$ cat config.mk
export PLATFORM = sky130hd
export DESIGN_NAME = gray_rx_decoder_flat
export DESIGN_NICKNAME = d
export VERILOG_FILES = /design/src/rtl/gray_rx_decoder_pkg.sv /design/src/rtl/gray_rx_decoder_if.sv /design/src/rtl/gray_rx_decoder_gray2bin_comb.sv /design/src/rtl/gray_rx_decoder.sv /design/src/flat_wrapper.sv
export SDC_FILE = /design/constraint.sdc
export NUM_CORES = 1
export LEC_CHECK = 0
export ABC_AREA = 1
export CAP_MARGIN = 20
export CORE_AREA = 4 4 64 54
export DETAILED_ROUTE_END_ITERATION = 8
export DIE_AREA = 0 0 68 58
export SLEW_MARGIN = 30
export SYNTH_ARGS = -nofsm -noshare
export SYNTH_HDL_FRONTEND = slang
export SYNTH_SLANG_ARGS = --single-unit
$ cat constraint.sdc
create_clock -name G_CLK_TX -period 3.1 [get_ports G_CLK_TX]
set_input_delay 0.465 -clock G_CLK_TX [delete_from_list [all_inputs] [get_ports G_CLK_TX]]
set_output_delay 0.465 -clock G_CLK_TX [all_outputs]
set_load 0.02 [all_outputs]
$ cat src/rtl/gray_rx_decoder_pkg.sv
// Shared types and Gray-to-binary helper for the Gray count receive path.
package gray_pkg;

   localparam int unsigned DEFAULT_WIDTH = 4;
   localparam int unsigned GRAY_MAX_W    = 32;

   typedef enum logic {
      UNLOCKED = 1'b0,
      LOCKED   = 1'b1
   } rx_state_e;

   typedef enum logic [1:0] {
      FIRST = 2'd0,
      HOLD  = 2'd1,
      STEP  = 2'd2,
      BREAK = 2'd3
   } sample_class_e;

   // Zero-extended input decodes identically, so one wide function serves every WIDTH.
   function automatic logic [GRAY_MAX_W-1:0] gray2bin(input logic [GRAY_MAX_W-1:0] g);
      logic [GRAY_MAX_W-1:0] b;
      b = '0;
      b[GRAY_MAX_W-1] = g[GRAY_MAX_W-1];
      for (int i = GRAY_MAX_W - 2; i >= 0; i--) begin
         b[i] = b[i+1] ^ g[i];
      end
      return b;
   endfunction

endpackage

$ cat src/rtl/gray_rx_decoder_if.sv
// Sample/result bundle of the Gray receive decoder; parity pins exist only with GRAY_RX_PARITY_EN.
interface gray_rx_decoder_if #(
   parameter int unsigned WIDTH     = 4,
   parameter int unsigned ERR_CNT_W = 8
);
   logic [WIDTH-1:0]     gray_in;
   logic                 gray_valid;
   logic                 clr_err;
   logic [WIDTH-1:0]     bin_out;
   logic                 bin_valid;
   logic                 locked;
   logic                 seq_err;
   logic [ERR_CNT_W-1:0] err_count;
`ifdef GRAY_RX_PARITY_EN
   logic                 gray_par;
   logic                 par_err;

   modport master (output gray_in, gray_valid, clr_err, gray_par,
                   input  bin_out, bin_valid, locked, seq_err, err_count, par_err);
   modport slave  (input  gray_in, gray_valid, clr_err, gray_par,
                   output bin_out, bin_valid, locked, seq_err, err_count, par_err);
`else
   modport master (output gray_in, gray_valid, clr_err,
                   input  bin_out, bin_valid, locked, seq_err, err_count);
   modport slave  (input  gray_in, gray_valid, clr_err,
                   output bin_out, bin_valid, locked, seq_err, err_count);
`endif
endinterface

$ cat src/rtl/gray_rx_decoder_gray2bin_comb.sv
// Purely combinational Gray-to-binary conversion of a WIDTH-bit word.
module gray2bin_comb
   import gray_pkg::*;
#(
   parameter int unsigned WIDTH = DEFAULT_WIDTH
) (
   input  logic [WIDTH-1:0] gray_i,
   output logic [WIDTH-1:0] bin_o
);

   logic [GRAY_MAX_W-1:0] wide_bin;

   always_comb begin
      wide_bin = gray2bin(GRAY_MAX_W'(gray_i));
      bin_o    = WIDTH'(wide_bin);
   end

endmodule

$ cat src/rtl/gray_rx_decoder.sv
// Decodes Gray samples, tracks +1 sequence lock and counts sequence breaks.
// Optional parity checking is enabled with GRAY_RX_PARITY_EN.
module gray_rx_decoder
   import gray_pkg::*;
#(
   parameter int unsigned WIDTH      = DEFAULT_WIDTH,
   parameter int unsigned LOCK_COUNT = 2,
   parameter int unsigned ERR_CNT_W  = 8
) (
   input logic             G_CLK_TX,
   input logic             rst,
   gray_rx_decoder_if.slave bus
);

   localparam int unsigned RUN_W = $clog2(LOCK_COUNT + 1);

   rx_state_e            state_q, state_d;
   logic [RUN_W-1:0]     run_q, run_d;
   logic                 have_prev_q, have_prev_d;
   logic [WIDTH-1:0]     bin_out_q, bin_out_d;
   logic                 bin_valid_q, bin_valid_d;
   logic                 locked_q, locked_d;
   logic                 seq_err_q, seq_err_d;
   logic [ERR_CNT_W-1:0] err_count_q, err_count_d;
   logic                 par_err_q, par_err_d;

   logic [WIDTH-1:0]     bin_c;
   logic                 accept_c;
   logic                 err_inc_c;
   sample_class_e        cls_c;

   gray2bin_comb #(.WIDTH(WIDTH)) u_gray2bin (
      .gray_i (bus.gray_in),
      .bin_o  (bin_c)
   );

   always_comb begin
      state_d     = state_q;
      run_d       = run_q;
      have_prev_d = have_prev_q;
      bin_out_d   = bin_out_q;
      bin_valid_d = 1'b0;
      locked_d    = locked_q;
      seq_err_d   = 1'b0;
      err_count_d = err_count_q;
      par_err_d   = 1'b0;
      err_inc_c   = 1'b0;
      accept_c    = bus.gray_valid;

`ifdef GRAY_RX_PARITY_EN
      // Even parity: gray_par must equal the XOR of the Gray word.
      if (bus.gray_valid && (bus.gray_par != ^bus.gray_in)) begin
         accept_c  = 1'b0;
         par_err_d = 1'b1;
         err_inc_c = 1'b1;
      end
`endif

      if (!have_prev_q)                        cls_c = FIRST;
      else if (bin_c == bin_out_q)             cls_c = HOLD;
      else if (bin_c == bin_out_q + WIDTH'(1)) cls_c = STEP;
      else                                     cls_c = BREAK;

      if (accept_c) begin
         bin_valid_d = 1'b1;
         bin_out_d   = bin_c;
         have_prev_d = 1'b1;
         unique case (state_q)
            UNLOCKED: begin
               unique case (cls_c)
                  FIRST: run_d = '0;
                  STEP: begin
                     if (run_q + RUN_W'(1) == RUN_W'(LOCK_COUNT)) begin
                        state_d  = LOCKED;
                        locked_d = 1'b1;
                        run_d    = '0;
                     end else begin
                        run_d = run_q + RUN_W'(1);
                     end
                  end
                  BREAK: run_d = '0;
                  default: ;
               endcase
            end
            LOCKED: begin
               if (cls_c == BREAK) begin
                  seq_err_d = 1'b1;
                  err_inc_c = 1'b1;
                  state_d   = UNLOCKED;
                  locked_d  = 1'b0;
                  run_d     = '0;
               end
            end
            default: ;
         endcase
      end

      // Clear wins over a same-cycle increment.
      if (bus.clr_err)
         err_count_d = '0;
      else if (err_inc_c && (err_count_q != {ERR_CNT_W{1'b1}}))
         err_count_d = err_count_q + ERR_CNT_W'(1);
   end

   always_ff @(posedge G_CLK_TX) begin
      if (!rst) begin
         state_q     <= UNLOCKED;
         run_q       <= '0;
         have_prev_q <= 1'b0;
         bin_out_q   <= '0;
         bin_valid_q <= 1'b0;
         locked_q    <= 1'b0;
         seq_err_q   <= 1'b0;
         err_count_q <= '0;
         par_err_q   <= 1'b0;
      end else begin
         state_q     <= state_d;
         run_q       <= run_d;
         have_prev_q <= have_prev_d;
         bin_out_q   <= bin_out_d;
         bin_valid_q <= bin_valid_d;
         locked_q    <= locked_d;
         seq_err_q   <= seq_err_d;
         err_count_q <= err_count_d;
         par_err_q   <= par_err_d;
      end
   end

   assign bus.bin_out   = bin_out_q;
   assign bus.bin_valid = bin_valid_q;
   assign bus.locked    = locked_q;
   assign bus.seq_err   = seq_err_q;
   assign bus.err_count = err_count_q;
`ifdef GRAY_RX_PARITY_EN
   assign bus.par_err   = par_err_q;
`else
   logic unused_par_c;
   assign unused_par_c = par_err_q;
`endif

endmodule

$ cat src/flat_wrapper.sv
// flat-port wrapper written by rule: the top's interface ports become plain ports
module gray_rx_decoder_flat import gray_pkg::*;
#(
   parameter int unsigned WIDTH      = DEFAULT_WIDTH,
   parameter int unsigned LOCK_COUNT = 2,
   parameter int unsigned ERR_CNT_W  = 8
)
  (G_CLK_TX, rst, bus_gray_in, bus_gray_valid, bus_clr_err, bus_bin_out, bus_bin_valid, bus_locked, bus_seq_err, bus_err_count);
  gray_rx_decoder_if #(.WIDTH(WIDTH), .ERR_CNT_W(ERR_CNT_W)) bus_i ();
  input logic G_CLK_TX;
  input logic rst;
  input wire logic [$bits(bus_i.gray_in)-1:0] bus_gray_in;
  input wire logic [$bits(bus_i.gray_valid)-1:0] bus_gray_valid;
  input wire logic [$bits(bus_i.clr_err)-1:0] bus_clr_err;
  output wire logic [$bits(bus_i.bin_out)-1:0] bus_bin_out;
  output wire logic [$bits(bus_i.bin_valid)-1:0] bus_bin_valid;
  output wire logic [$bits(bus_i.locked)-1:0] bus_locked;
  output wire logic [$bits(bus_i.seq_err)-1:0] bus_seq_err;
  output wire logic [$bits(bus_i.err_count)-1:0] bus_err_count;
  assign bus_i.gray_in = bus_gray_in;
  assign bus_i.gray_valid = bus_gray_valid;
  assign bus_i.clr_err = bus_clr_err;
  assign bus_bin_out = bus_i.bin_out;
  assign bus_bin_valid = bus_i.bin_valid;
  assign bus_locked = bus_i.locked;
  assign bus_seq_err = bus_i.seq_err;
  assign bus_err_count = bus_i.err_count;
  gray_rx_decoder #(.WIDTH(WIDTH), .LOCK_COUNT(LOCK_COUNT), .ERR_CNT_W(ERR_CNT_W)) u_core (.G_CLK_TX(G_CLK_TX), .rst(rst), .bus(bus_i));
endmodule
# Word level (Yosys, flattened, before mapping)
# Index checks and enable logic that the tools add are counted.
[totals]
regBits = 19
inputBits = 8
out_inout_bits = 15
word_cells = 51
[classes]
addsub = 3
n_eq_ne = 10
muxes = 19
n_bitwise = 5
reduce_logical = 6
[ops]
columns = ["operator", "n"]
rows = [
  ["1-bit 2-to-1 mux", 11],
  ["8-bit by 1-bit adder with 8-bit output, second input constant", 1],
  ["4-bit == test", 2],
  ["2-bit 2-to-1 mux", 4],
  ["8-bit inequality test, second input constant", 1],
  ["2-bit case mux with 2 select lines", 2],
  ["2-bit == test, second input constant", 3],
  ["4-bit by 1-bit adder with 4-bit output, second input constant", 1],
  ["2-bit inequality test, second input constant", 2],
  ["1-bit case mux with 2 select lines", 2],
  ["4-bit AND reduction", 1],
  ["2-bit OR reduction", 2],
  ["3-bit inequality test, second input constant", 1],
  ["3-bit AND reduction", 1],
  ["1-bit XOR", 3],
  ["2-bit by 1-bit adder with 2-bit output, second input constant", 1],
  ["2-bit logical NOT", 1],
  ["2-bit by 1-bit inequality test with 1-bit output, second input constant", 1],
  ["1-bit inverter", 2],
  ["1-bit logical AND", 1],
]

# Depth between registers and ports, before layout
# Gate-level depths: netlist of run 1.
[logic_depth]
depth_word = 12
depth_mapped = 22
mapped_depth_nobuf = 22

# Modules after synthesis
# Synthesis of run 1 repeated with hierarchy kept, for this count alone.
[unflattened]
cells_unflattened = 158
area_unflattened_um2 = 1049.8
[modules_own_cells]
columns = ["module", "n_inst", "cells_each", "area_per_inst_um2", "seq_area_each_um2"]
rows = [
  ["gray_rx_decoder", 1, 140, 955.9, 380.4],
  ["gray2bin_comb", 1, 18, 93.8, 0.0],
]

# Worst setup path after synthesis of run 1
# OpenSTA, ideal clock, no wires.
[synth_timing]
path_kind = "reg2reg"
from = "register u_core.bin_out_q[0] (netlist: u_core.bus.bin_out[0])"
to = "register u_core.err_count_q[7] (netlist: u_core.bus.err_count[7])"
setup_time_ps = 113
t_arrival_ps = 2259
required_ps = 2987
slack_ps = 728
stages_incl_launch_ff = 22
path_buffers = 0
cell_sequence = "dfxtp_1 > ha_1 > nand2_1 > nand2_1 > nand2_1 > nand2_1 > clkinv_1 > nand2_1 > nor2_4 > nand2_2 > nand2_2 > inv_1 > ha_1 > nand2_1 > nor2_1 > o31ai_2 > nor2_1 > nand3_1 > nor2_1 > nand2_1 > nand2_1 > nor2_1"
[synth_between]
elab_chain_cells = 10
elab_cells_between_ends = 11
[synth_rtl]
columns = ["item", "line", "rtl"]
rows = [
  ["start, declared", "gray_rx_decoder.sv:20", "logic [WIDTH-1:0] bin_out_q, bin_out_d;"],
  ["start signal, assigned", "gray_rx_decoder.sv:120", "bin_out_q <= bin_out_d;"],
  ["4-bit by 1-bit adder with 4-bit output", "gray_rx_decoder.sv:61", "else if (bin_c == bin_out_q + WIDTH'(1)) cls_c = STEP;"],
  ["4-bit == test", "gray_rx_decoder.sv:61", ""],
  ["1-bit 2-to-1 mux", "gray_rx_decoder.sv:61", ""],
  ["2-bit 2-to-1 mux (*)", "gray_rx_decoder.sv:60", "else if (bin_c == bin_out_q) cls_c = HOLD;"],
  ["2-bit 2-to-1 mux (*)", "gray_rx_decoder.sv:59", "if (!have_prev_q) cls_c = FIRST;"],
  ["2-bit == test (*)", "gray_rx_decoder.sv:86", "if (cls_c == BREAK) begin"],
  ["1-bit 2-to-1 mux (*)", "gray_rx_decoder.sv:86", ""],
  ["1-bit 2-to-1 mux (*)", "gray_rx_decoder.sv:68", "unique case (state_q)"],
  ["1-bit 2-to-1 mux (*)", "gray_rx_decoder.sv:64", "if (accept_c) begin"],
  ["1-bit logical AND (*)", "gray_rx_decoder.sv:101", "else if (err_inc_c && (err_count_q != {ERR_CNT_W{1'b1}}))"],
  ["end signal, assigned", "gray_rx_decoder.sv:124", "err_count_q <= err_count_d;"],
  ["end, declared", "gray_rx_decoder.sv:24", "logic [ERR_CNT_W-1:0] err_count_q, err_count_d;"],
]
# Every way passes the cells marked *; elsewhere a longest branch is shown, timed or not.
# A chain may end at the register's enable or synchronous reset.

# Worst setup path in the final report of run 1
[layout_timing]
from = "input port bus_gray_in[3]"
to = "register u_core.err_count_q[6] (netlist: u_core.bus.err_count[6])"
[layout_between]
elab_chain_cells = 12
elab_cells_between_ends = 13
[layout_rtl]
columns = ["item", "line", "rtl"]
rows = [
  ["start, declared", "flat_wrapper.sv:12", "input wire logic [$bits(bus_i.gray_in)-1:0] bus_gray_in;"],
  ["1-bit XOR (3 in series)", "gray_rx_decoder_pkg.sv:25", "b[i] = b[i+1] ^ g[i];"],
  ["4-bit == test", "gray_rx_decoder.sv:61", ""],
  ["1-bit 2-to-1 mux", "gray_rx_decoder.sv:61", ""],
  ["2-bit 2-to-1 mux (*)", "gray_rx_decoder.sv:60", ""],
  ["2-bit 2-to-1 mux (*)", "gray_rx_decoder.sv:59", ""],
  ["2-bit == test (*)", "gray_rx_decoder.sv:86", ""],
  ["1-bit 2-to-1 mux (*)", "gray_rx_decoder.sv:86", ""],
  ["1-bit 2-to-1 mux (*)", "gray_rx_decoder.sv:68", ""],
  ["1-bit 2-to-1 mux (*)", "gray_rx_decoder.sv:64", ""],
  ["1-bit logical AND (*)", "gray_rx_decoder.sv:101", ""],
]
# Marked as above.

==> results of run 1 <==
[cells in the final DEF (no fill, tap or decap), types with 2 or more instances in the layout]
master	netlist	final
a21oi_1	12	12
nand2_4	2	2
clkbuf_4	0	3
inv_1	21	21
nand2_1	29	29
inv_2	4	4
dfxtp_1	19	19
ha_1	5	5
nor3_1	3	3
nand3_4	2	2
nand3_1	14	14
nand3b_1	2	2
nand2_2	8	8
o21ai_0	6	6
nor2_1	11	11
clkdlybuf4s50_1	0	22
[sequential cells by signal, summed over array words and instances (netlist names)]
| signal | flops |
|---|---|
| u_core.bus.err_count | 8 |
| u_core.bus.bin_out | 4 |
| u_core.run_q | 2 |
| u_core.bus.bin_valid | 1 |
| u_core.bus.locked | 1 |
| u_core.bus.seq_err | 1 |
| u_core.have_prev_q | 1 |
| u_core.state_q | 1 |
[final cells by class]
type	count	area (µm²)
well taps	38	47.5
fillers	276	1380
multi-input cells	106	608
inverters	26	97.6
clock buffers	3	22.5
repair buffers	23	228
clock inverters	1	5.00
flip-flops and latches	19	380
[worst max-delay path by stage]
stage	start	to	slack (ns)	cells after the start
2_1_floorplan	u_core.bus.bin_out[0]$_SDFFE_PN0P_	u_core.bus.err_count[7]$_SDFFE_PP0P_	0.73	21
3_3_place_gp	bus_gray_in[3]	u_core.bus.err_count[6]$_SDFFE_PP0P_	0.04	21
3_5_place_dp	bus_gray_in[3]	u_core.bus.err_count[6]$_SDFFE_PP0P_	-0.02	21
4_1_cts	bus_gray_in[3]	u_core.bus.err_count[6]$_SDFFE_PP0P_	0.30	21
5_1_grt	bus_gray_in[2]	u_core.bus.err_count[7]$_SDFFE_PP0P_	0.03	21
6_report	bus_gray_in[3]	u_core.bus.err_count[6]$_SDFFE_PP0P_	0.29	21
[layer usage]
metal	vias to the layer above	wire length, µm	GRT usage, %
li1	541	-	-
met1	455	1120	15.0
met2	16	1080	20.7
met3	2	93	4.65
met4	0	12	2.55
met5	-	0	0
[cell families after synthesis]
logic type | share of synthesized area, %
AO/OA/AOI/OAI | 12.9
adder cells (fa/ha/maj) | 5.72
buffers and inverters | 9.61
flip-flops | 34.8
AND/OR/NAND/NOR | 37.0
[power groups by stage]
stage | combinational [mW] | clock, mW | sequential (mW)
global placement | 0.103 | 0 | 0.265
CTS | 0.107 | 0.131 | 0.259
floorplan | 0.0668 | 0 | 0.269
detailed placement | 0.107 | 0 | 0.265
finish | 0.106 | 0.125 | 0.259
global route | 0.118 | 0.135 | 0.261
[worst register-to-register path, stage by stage, from the launching register on]
cell and delay (ns):
dfxtp_1 0.46, ha_1 0.21, inv_1 0.05, nand2_1 0.08, nand3_1 0.08, nand2_1 0.06, clkinv_1 0.05, nand2_1 0.10
nor2_4 0.04, nand2_2 0.07, nand2_2 0.07, inv_1 0.08, ha_1 0.15, nand2_1 0.08, nor2_1 0.19, o31ai_2 0.12
inv_2 0.10, nand3_1 0.08, inv_2 0.09, nand3_1 0.09, a21oi_1 0.13, o21a_1 0.12
[stage by stage]
stage	area, µm²	std cells	worst slack (ns)	total power [mW]	hold slack, ns
2_1_floorplan	1090	152	0.728	0.336	0.409
3_3_place_gp	1360	212	0.0449	0.368	0.429
3_5_place_dp	1360	212	-0.0220	0.372	0.424
4_1_cts	1390	216	0.296	0.498	0.441
5_1_grt	1390	216	0.0255	0.513	0.484
6_report	1390	216	0.285	0.491	0.439
==> flow_summary.json, run 1 <==
{
  "grt_usage_pct": 12.4,
  "vias": 1014,
  "async_reset_ff_share_pct": 0,
  "die_x_um": 68,
  "drc": 0,
  "gp_congestion": 0.794,
  "grt_max_degree": 13,
  "r2r-start": "u_core.bus.bin_out[0]$_SDFFE_PN0P_",
  "syn-cell-area_um2": 1090,
  "wire_per_inst_um": 10.7,
  "powerDensity_nw_per_um2": 353,
  "synth_area_leaders": "dfxtp_1, nand2_1, inv_1, nand3_1, ha_1",
  "cts_tree": "built",
  "clk_latency_ns": 0.30,
  "synthCells": 152,
  "cts.reportedPaths.clkPinSlew_ns": 0.11,
  "hp-start": "u_core.run_q[1]$_SDFFE_PN0P_",
  "row_count": 17,
  "critPathKind": "in -> reg",
  "r2r_slack_ns": 0.55,
  "period_minus_slack_ns": 2.81,
  "drv_slew": 0,
  "synth_edf_count": 0,
  "synth_nets": 165,
  "crit_arrival_ns": 3.08,
  "final_util_pct": 50.2,
  "max_clock_freq_mhz": 355,
  "synth-seq-cells": 19,
  "tns_ns": 0,
  "cts_root_buffer": "clkbuf_4",
  "status": "finished clean",
  "switchingPower_mw": 0.147,
  "wl_um": 2300,
  "slew_headroom_pct": 70.9,
  "cts_resized": 0,
  "p_sw_share_pct": 29.9,
  "dominantRegCellSynth": "dfxtp_1",
  "clock-sinks": 19,
  "antenna_found_initial": 0,
  "worstPathRequired_ns": 3.36,
  "seqPwrFrac_pct": 52.9,
  "critPathMostFrequentCell": "nand2_2",
  "ys_types": 28,
  "vias_per_cell": 4.69,
  "diodes": 0,
  "path_cells": "clkdlybuf4s50_1 -> inv_2 -> nand2_2 -> nand3_4 -> nand2_4 -> nand2_4 -> nand2_2 -> nand2_2 -> nand2_2 -> nor2_2 -> nor2_1 -> ha_1 -> nand2_1 -> nor2_1 -> o31ai_2 -> inv_2 -> nand3_1 -> inv_2 -> nand3_1 -> a21oi_1 -> o21a_1",
  "io_pins": 23,
  "yosysMostFrequentCell": "nand2_1",
  "max_cap_viol_count": 0,
  "numPortBuffers": 22,
  "critPathBufInv": 4,
  "ys_seq_area_share_pct": 34.8,
  "cp_max_fo": 5,
  "die_area_um2": 3940,
  "clock_skew_ns": 0.0114,
  "ys_warn_count": 0,
  "first_global_vias": 903,
  "setup_viol": 0,
  "synth_commonest_cells": "nand2_1, inv_1, dfxtp_1",
  "netlist.area_leader.share_pct": 34.8,
  "cp-end-kind": "flop",
  "crit_family": "simple AND/OR/NAND/NOR gates",
  "p_comb_share_pct": 21.7,
  "internal_power_mw": 0.344,
  "drtAntennaViolNets": 0,
  "cts_max_level": 1,
  "worst_pin_slew_ns": 0.435,
  "drive_gt1_share_pct": 14.0,
  "ir_drop_mv": 0.206,
  "critPathSlowestCell": "clkdlybuf4s50_1",
  "hp-class": "reg -> reg",
  "drt_pass1_iterations": 4,
  "hold_viol_final": 0,
  "holdBufCountCts": 0,
  "synth_top_cell_by_area": "dfxtp_1",
  "grt_pass1_wl_um": 3770,
  "clockPowerShare_pct": 25.5,
  "slowest_delay_ns": 0.55,
  "post_cts_buffers": 0,
  "clockBufferDepth": 2,
  "rsz0062_at_grt": "false",
  "reg2reg_depth": 21,
  "area_growth_pct": 27.0,
  "holdPathStages": 2,
  "syn_area_per_cell_um2": 7.19,
  "gr-total-overflow": 0,
  "drt_iter0_markers": 43,
  "p_leak_nw": 0.617,
  "min_to": "u_core.run_q[1]$_SDFFE_PN0P_",
  "numCtsBuffers": 3,
  "reg2reg_to": "u_core.bus.err_count[6]$_SDFFE_PP0P_",
  "worst_setup_path_start_kind": "primary input",
  "start_util_pct": 39.5,
  "coreArea_um2": 2770,
  "final_nets": 192,
  "die_height_um": 58,
  "hpwl_um": 1910,
  "fin_crit_sh_pct": 90.8
}
Note: power is estimated with default switching activity, not from simulation.
==> run 2, diff against run 1 <==
--- a/config.mk
+++ b/config.mk
@@ -10,7 +10,6 @@
 export CORE_AREA = 4 4 64 54
 export DETAILED_ROUTE_END_ITERATION = 8
 export DIE_AREA = 0 0 68 58
-export SLEW_MARGIN = 30
 export SYNTH_ARGS = -nofsm -noshare
 export SYNTH_HDL_FRONTEND = slang
 export SYNTH_SLANG_ARGS = --single-unit
==> results of run 2 <==
No change in the layout: final DEF, timing and power equal those of run 1.
